--- config.mk ---
export PLATFORM = sky130hd
export DESIGN_NAME = mem_arbiter
export DESIGN_NICKNAME = d
export VERILOG_FILES = /design/src/rtl/mem_arbiter.sv
export SDC_FILE = /design/constraint.sdc
export NUM_CORES = 1
export LEC_CHECK = 0
export CORE_MARGIN = 4
export CORE_UTILIZATION = 30
export CTS_CLUSTER_DIAMETER = 40
export DETAILED_ROUTE_END_ITERATION = 7
export PLACE_DENSITY_LB_ADDON = 0.15
export RECOVER_POWER = 25
export REMOVE_ABC_BUFFERS = 1
export SYNTH_ARGS = -nofsm -noshare
export SYNTH_HDL_FRONTEND = slang
export SYNTH_SLANG_ARGS = --single-unit
--- constraint.sdc ---
create_clock -name clk -period 6.55 [get_ports clk]
set_clock_uncertainty 0.2 [all_clocks]
set_input_delay 0.655 -clock clk [delete_from_list [all_inputs] [get_ports clk]]
set_output_delay 0.655 -clock clk [all_outputs]
set_load 0.02 [all_outputs]
--- src/rtl/mem_arbiter.sv ---
`default_nettype none
// ============================================================================
//  Module      : mem_arbiter
//  Description : Single-port byte-wide RAM arbiter between instruction fetch
//                (IF) and load/store (MEM). Serialises multi-byte accesses
//                one byte per cycle and assembles little-endian read data.
//  Revision    : 1.0 - initial release
// ============================================================================
module mem_arbiter (
    input  logic        clk,
    input  logic        rst,
    input  logic        if_request,
    input  logic [31:0] if_addr,
    input  logic        mem_request,
    input  logic        mem_we,
    input  logic [31:0] mem_addr,
    input  logic [31:0] mem_wdata,
    input  logic [1:0]  mem_len,
    input  logic [7:0]  ram_din,
    output logic [7:0]  ram_dout,
    output logic [31:0] ram_a,
    output logic        ram_wr,
    output logic        busy,
    output logic [1:0]  if_or_mem_o,
    output logic [31:0] rdata,
    output logic [31:0] pc_back
);

    localparam logic [1:0] c_st_idle  = 2'd0;
    localparam logic [1:0] c_st_read  = 2'd1;
    localparam logic [1:0] c_st_write = 2'd2;

    localparam logic [1:0] c_tag_if  = 2'b01;
    localparam logic [1:0] c_tag_mem = 2'b10;

    logic [1:0]  r_state;
    logic [31:0] r_base;
    logic [1:0]  r_cnt;        // index of the byte currently on the RAM port
    logic [1:0]  r_last;       // byte count minus one
    logic [31:0] r_wdata;
    logic        r_owner_mem;
    logic [31:0] r_pc_next;
    logic [31:0] r_buf;        // read bytes gathered so far, upper lanes zero
    logic [31:0] r_rdata;
    logic [31:0] r_pc_back;
    logic [1:0]  r_tag;
    logic [31:0] r_ram_a;
    logic [7:0]  r_ram_dout;
    logic        r_ram_wr;

    logic [1:0]  w_cnt_nxt;
    logic [31:0] w_addr_nxt;
    logic [1:0]  w_mem_last;
    logic [31:0] w_buf_nxt;
    logic [7:0]  w_wbyte_nxt;

    assign w_cnt_nxt  = r_cnt + 2'd1;
    assign w_addr_nxt = r_base + {30'd0, w_cnt_nxt};
    // 00 -> 1 byte, 01 -> 2 bytes, 10/11 -> 4 bytes
    assign w_mem_last = mem_len[1] ? 2'd3 : {1'b0, mem_len[0]};

    // Merge the byte returned by the RAM into its lane of the read buffer
    always_comb begin
        w_buf_nxt = r_buf;
        case (r_cnt)
            2'd0:    w_buf_nxt[7:0]   = ram_din;
            2'd1:    w_buf_nxt[15:8]  = ram_din;
            2'd2:    w_buf_nxt[23:16] = ram_din;
            default: w_buf_nxt[31:24] = ram_din;
        endcase
    end

    // Select the store byte for the next write beat
    always_comb begin
        w_wbyte_nxt = 8'd0;
        case (w_cnt_nxt)
            2'd0:    w_wbyte_nxt = r_wdata[7:0];
            2'd1:    w_wbyte_nxt = r_wdata[15:8];
            2'd2:    w_wbyte_nxt = r_wdata[23:16];
            default: w_wbyte_nxt = r_wdata[31:24];
        endcase
    end

    // Arbitration, byte sequencing and completion; all outputs registered
    always_ff @(posedge clk) begin
        if (rst) begin
            r_state     <= c_st_idle;
            r_base      <= 32'd0;
            r_cnt       <= 2'd0;
            r_last      <= 2'd0;
            r_wdata     <= 32'd0;
            r_owner_mem <= 1'b0;
            r_pc_next   <= 32'd0;
            r_buf       <= 32'd0;
            r_rdata     <= 32'd0;
            r_pc_back   <= 32'd0;
            r_tag       <= 2'b00;
            r_ram_a     <= 32'd0;
            r_ram_dout  <= 8'd0;
            r_ram_wr    <= 1'b0;
        end else begin
            r_tag <= 2'b00;
            case (r_state)
                c_st_idle: begin
                    // MEM has priority; requests are only looked at here
                    if (mem_request) begin
                        r_base      <= mem_addr;
                        r_last      <= w_mem_last;
                        r_wdata     <= mem_wdata;
                        r_owner_mem <= 1'b1;
                        r_cnt       <= 2'd0;
                        r_buf       <= 32'd0;
                        r_ram_a     <= mem_addr;
                        if (mem_we) begin
                            r_state    <= c_st_write;
                            r_ram_wr   <= 1'b1;
                            r_ram_dout <= mem_wdata[7:0];
                        end else begin
                            r_state <= c_st_read;
                        end
                    end else if (if_request) begin
                        r_base      <= if_addr;
                        r_last      <= 2'd3;
                        r_owner_mem <= 1'b0;
                        r_pc_next   <= if_addr + 32'd4;
                        r_cnt       <= 2'd0;
                        r_buf       <= 32'd0;
                        r_ram_a     <= if_addr;
                        r_state     <= c_st_read;
                    end
                end
                c_st_read: begin
                    r_buf <= w_buf_nxt;
                    if (r_cnt == r_last) begin
                        r_rdata <= w_buf_nxt;
                        r_tag   <= r_owner_mem ? c_tag_mem : c_tag_if;
                        if (!r_owner_mem) begin
                            r_pc_back <= r_pc_next;
                        end
                        r_ram_a <= 32'd0;
                        r_state <= c_st_idle;
                    end else begin
                        r_cnt   <= w_cnt_nxt;
                        r_ram_a <= w_addr_nxt;
                    end
                end
                c_st_write: begin
                    if (r_cnt == r_last) begin
                        r_ram_wr   <= 1'b0;
                        r_ram_a    <= 32'd0;
                        r_ram_dout <= 8'd0;
                        r_tag      <= c_tag_mem;
                        r_state    <= c_st_idle;
                    end else begin
                        r_cnt      <= w_cnt_nxt;
                        r_ram_a    <= w_addr_nxt;
                        r_ram_dout <= w_wbyte_nxt;
                    end
                end
                default: begin
                    r_state <= c_st_idle;
                end
            endcase
        end
    end

    assign ram_dout    = r_ram_dout;
    assign ram_a       = r_ram_a;
    assign ram_wr      = r_ram_wr;
    assign busy        = (r_state != c_st_idle);
    assign if_or_mem_o = r_tag;
    assign rdata       = r_rdata;
    assign pc_back     = r_pc_back;

endmodule
`default_nettype wire

Word-level counts from Yosys, hierarchy flattened:

Index checks and enable logic that the tools add are counted.

* $add $sub $neg: 3
* equality and inequality tests: 13
* mux-type cells: 38
* bitwise operators: 2
* reductions and logical operators: 21

Operators with widths (number)
* $mux 32: 5
* $pmux 32 s2: 2
* $mux 8: 7
* $add 32x2->32: 1
* $add 32x3->32 const B: 1
* $mux 2: 13
* $pmux 8 s3: 1
* $pmux 8 s2: 1
* $pmux 2 s2: 3
* $reduce_and 2->1: 6
* $reduce_and 3->1: 4
* $reduce_bool 2->1: 5
* $ne 2x2->1 const B: 4
* $eq 2x1->1 const B: 3
* $eq 2x2->1 const B: 3
* $logic_not 2->1: 3
* $mux 1: 5
* $reduce_and 4->1: 1
* $ne 3x3->1 const B: 1
* $reduce_or 3->1: 1
* $add 2x1->2 const B: 1
* $eq 2x2->1: 1
* $ne 2x1->1 const B: 1
* $not 1->1: 2
* other kinds (2): 2

* register bits: 242
* bits of input ports: 111
* output and inout port bits: 108
* logic and storage cells: 91

Depth between registers and ports, before layout:

* depth in word-level cells: 5
* mapped depth: 10
* gate-level depth less buffers: 9

Worst setup path after synthesis:

OpenSTA, ideal clock, no wires.

* kind: flip-flop to flip-flop
* start point: register r_cnt[0]
* end point: register r_ram_a[20], in the netlist ram_a[20]
* library setup time: 0.136 ns
* arrival time: 2.555 ns
* required time: 6.214 ns
* setup slack: 3.659 ns
* stages on the path, launching flop included: 11
* period minus slack after synthesis: 2.891 ns
* cells stage by stage: dfxtp_1 inv_1 ha_1 inv_1 fa_1 and4b_1 clkbuf_1 nand4_1 o31a_1 o21ai_0 a211oi_1

* longest elaborated chain between the ends: 4
* elaborated cells between the ends (all ways): 5
* those cells by class: add/sub (2); eq/ne (1); mux (2)

RTL lines
* from (decl): line 38 `logic [1:0] r_cnt;`
* from (signal assigned): line 143 `r_cnt <= w_cnt_nxt;`
* from (signal assigned): line 155 `r_cnt <= w_cnt_nxt;`
* $add 2x1->2: line 57 `assign w_cnt_nxt = r_cnt + 2'd1;`
* $add 32x2->32: line 58 `assign w_addr_nxt = r_base + {30'd0, w_cnt_nxt};`
* $mux 32 (*): line 134, 148
* $pmux 32 s2 (*): line 103 `case (r_state)`
* to (signal assigned): line 113 `r_ram_a <= mem_addr;`
* to (signal assigned): line 144 `r_ram_a <= w_addr_nxt;`
* to (signal assigned): line 156 `r_ram_a <= w_addr_nxt;`
* to (decl): line 47 `logic [31:0] r_ram_a;`

Every way passes the cells marked *; elsewhere a longest branch is shown, timed or not.
A chain may end at the register's enable or synchronous reset.

Worst setup path in the final report:

* start point: input mem_request
* end point: register r_ram_a[9], in the netlist ram_a[9]

* longest elaborated chain between the ends: 2
* elaborated cells between the ends (all ways): 4
* those cells by class: eq/ne (1); mux (2); reduce/logical (1)

RTL lines
* from (decl): line 14 `input logic mem_request,`
* $mux 32 or $ne 3x3->1 (tied branches)
* $pmux 32 s2 or $reduce_and 2->1 (tied branches)
* to (signal assigned): line 113
* to (signal assigned): line 128 `r_ram_a <= if_addr;`
* to (signal assigned): line 144

Several ways; a longest one is shown, not always the timed one.

==> summary.md <==
| Metric | Value |
|---|---|
| P_leak | `approximately 5.4 nW` |
| CTS tree | `done` |
| Clock buffer depth | `3` |
| Critical path launch point type | `input pin` |
| Vias per Instance | `slightly above 5` |
| Status | `complete, but fails checks` |
| First-pass GRT wire length | `a little under 60 mm` |
| Post-synthesis compound-gate area fraction | `a little over 20%` |
| IO buf count | `218` |
| Inserted Clock Buffers | `42` |
| Final Hold Viols | `0` |
| R2R Path Start | `r_cnt[0]` |
| Post-route DRC violation count | `0` |
| Top delay family on crit path | `buffers and inverters` |
| Max cap viols | `1` |
| Clock-pin slew on the worst setup and hold paths | `approximately 0.060 ns` |
| Post-route ant nets | `0` |
| Vias post-DR | `10300` |
| Setup Fix Bufs, Post-CTS | `0` |
| Slew @ Worst Pin | `between 2 and 3 ns` |
| RSZ-0062 raised after global routing | `no` |
| R2R setup slack | `3.20 ns` |
| Synth top area share | `44.1%` |
| Hold path cells | `2` |
| R2r endpoint | `ram_a[22]` |
| Worst VDD drop | `around 240 uV` |
| CTS resizes | `0` |
| Normalized max-slew margin | `-89.6%` |
| Synth Warn # | `0` |
| Effective utilization at floorplan | `a little under a third` |
| Final Power | `~5.2 mW` |
| Crit path kind | `in -> reg` |
| Post-DP HPWL | `~26 mm` |
| Largest family of logic cells by synthesized area | `simple AND/OR/NAND/NOR gates` |
| Clock tree sinks | `approximately 240` |
| R2r worst-path depth | `9` |
| Core area | `35800 um^2` |
| Vias in the first global route | `roughly 10000` |
| Required time worst endpoint | `about 6.7 ns` |
| Hold Path End | `pc_back[27]` |
| Clk root buf | `clkbuf_16` |
| Largest net degree at the start of global routing | `around 120` |
| Post-Synth Adder-Cell Area | `1.66%` |
| Die Y-Extent | `~200 um` |
| Worst Hold Launch | `pc_back[27]` |
| Post-Route WL | `~37 mm` |
| Crit path DAT | `4.64 ns` |
| Post-synthesis async set-or-reset flop share | `0%` |
| Mean Syn Cell Area | `just over 8 um^2` |
| DR iter-0 viols | `~530` |
| Cell Pwr Density | `~350 nW/um^2` |
| Synth area leaders | `dfxtp_1 44%, nor2_1 6.7%, nand2_1 6.6%, a211oi_1 6.2%, a21oi_1 4.7%` |
| Slowest CP cell | `clkbuf_1` |
| Crit-path cells | `buf_2 > clkbuf_1 > nor3b_1 > nor2_1 > o21ai_0 > a21oi_1 > nor3_1` |
| Max stage delay on crit path | `around 2.0 ns` |
| Crit path from | `mem_request` |
| CP max FO | `53` |
| Later-pin clock latency in the skew report | `between 0.5 and 0.6 ns` |
| Die X | `199 um` |
| Seq/Total Area, Yosys | `44.1%` |
| Setup Viol. Count Final | `0` |
| Post-synth cell types | `60` |
| Hold_buf cts | `0` |
| Hold Path Class | `reg -> reg` |
| Io pins | `219` |
| Total gr overflow | `0` |
| Post-synthesis mux area share | `4.97%` |
| Die footprint | `between 30000 and 40000 um^2` |
| Setup crit end kind | `flip-flop` |
| Antenna violations before repair | `1` |
| Register bit total from synthesis | `242` |
| Syn-to-layout area delta | `35.6%` |
| H-Tree Depth | `2` |
| Part of the cycle the worst path needs | `68.2%` |
| Failing checks | `max-capacitance violations, max-slew violations` |
| RePlAce Congestion | `0.797` |
| Largest area contributor in the netlist | `dfxtp_1` |
| Synthesized area | `between 10000 and 15000 um^2` |
| # rows | `69` |
| Post-synthesis xor/xnor area fraction | `~3.4%` |
| Worst path bufs/invs | `2` |
| Cells after Synth | `1345` |
| Post-synth top cells | `242 x dfxtp_1, 197 x nor2_1, 194 x nand2_1, 104 x a21oi_1, 90 x a211oi_1` |
| Primary FF master, synth | `dfxtp_1` |
| Post-synth EDFFs | `0` |
| Top-count cell post-synth | `dfxtp_1` |
| Simple-gate share of the synthesized area | `21.1%` |
| Total negative slack | `0 ns` |
| Period minus WS final | `4.47 ns` |
| Fin. max-slew vios | `54` |
| Drt pass-1 iters | `5` |
| Fraction of layout cells with a size suffix above 1 | `around 7.6%` |
| Final net count | `approximately 1600` |
| Routed length per placed instance | `around 19 um` |
| Maximum clock rate | `about 220 MHz` |
| Total Routing Usage GR | `between 10% and 20%` |
==> layout make-up <==
type                    instances  area (um^2)
fillers                      3603        20900
multi-input cells             974         5680
flip-flops and latches        242         4840
inverters                      19         71.3
diodes                          1         2.50
well taps                     461          577
clock buffers                  51         1160
clock inverters                26          287
repair buffers                231         2280
==> worst min-delay path, stage by stage, from the launching register on <==
cell and delay [ns]:
dfxtp_1 0.30, nand2_1 0.05, a21oi_1 0.05
==> how the worst max path moves through the flow <==
stage,to,slack [ns],depth (start not counted)
after global placement,r_buf[13],3.19,6
final,ram_a[9],2.08,7
after CTS,ram_a[22],3.17,9
after global routing,ram_a[9],1.63,7
after detailed placement,ram_a[13],3.11,5
after floorplan,r_pc_next[31],2.77,7
==> through the flow <==
step / hold WS [ns] / setup slack [ns] / area (um^2) / std cells / util [%]
floorplan: 0.226 / 2.77 / 10600 / 1235 / -
global placement: 0.240 / 3.19 / 13500 / 1927 / 37.6
detailed placement: 0.247 / 3.11 / 13500 / 1927 / 37.6
CTS: 0.253 / 3.17 / 14900 / 2004 / 41.6
global route: 0.266 / 1.63 / 14900 / 2005 / 41.6
finish: 0.249 / 2.08 / 14900 / 2005 / 41.6
==> metal layers <==
layer	track usage, %	share of wire (%)
met2	27.6	44
met5	0	0
met4	5.43	2.4
met1	25.6	47
met3	4.15	6.4
==> cells by family after synthesis <==
family          Yosys count
flops                   242
mux                      53
xor+xnor                 43
simple gates            528
compound gates          336
fa+ha+maj                14
buf+inv                 129
==> state kept, by name, indices dropped and copies added, names as in the netlist, 2 cells and up <==
signal,cells
r_buf,32
r_wdata,32
r_last,2
r_cnt,2
r_pc_next,32
if_or_mem_o,2
rdata,32
r_base,32
ram_a,32
pc_back,32
ram_dout,8
r_state,2
==> power by group <==
group	leakage (nW)	internal (mW)	switching, mW
clock	0.704	1.43	0.789
sequential	1.98	1.65	0.132
combinational	2.67	0.458	0.714
==> placed cells by master, fill, tap and decap left out, drive strengths merged, types with 5 or more instances in the layout <==
cell type,Yosys,final
dfxtp,242,242
nor2,197,197
nand2,194,194
clkdlybuf4s50,0,164
a21oi,105,105
a211oi,91,91
clkbuf,90,53
dlygate4sd3,0,52
o21ai,49,49
mux2i,41,41
nor3,37,37
a22oi,30,30
inv,19,24
nand3,22,22
xnor2,22,22
xor2,21,21
nand4,18,18
nor4,16,16
a222oi,15,15
ha,13,13
buf,20,13
clkinv,0,13
mux2,12,12
a311oi,9,9
o31a,9,9
and3,9,9
and4,8,8
o21a,6,6
and2,6,6
nor2b,5,5
Note: power is estimated with default switching activity, not from simulation.
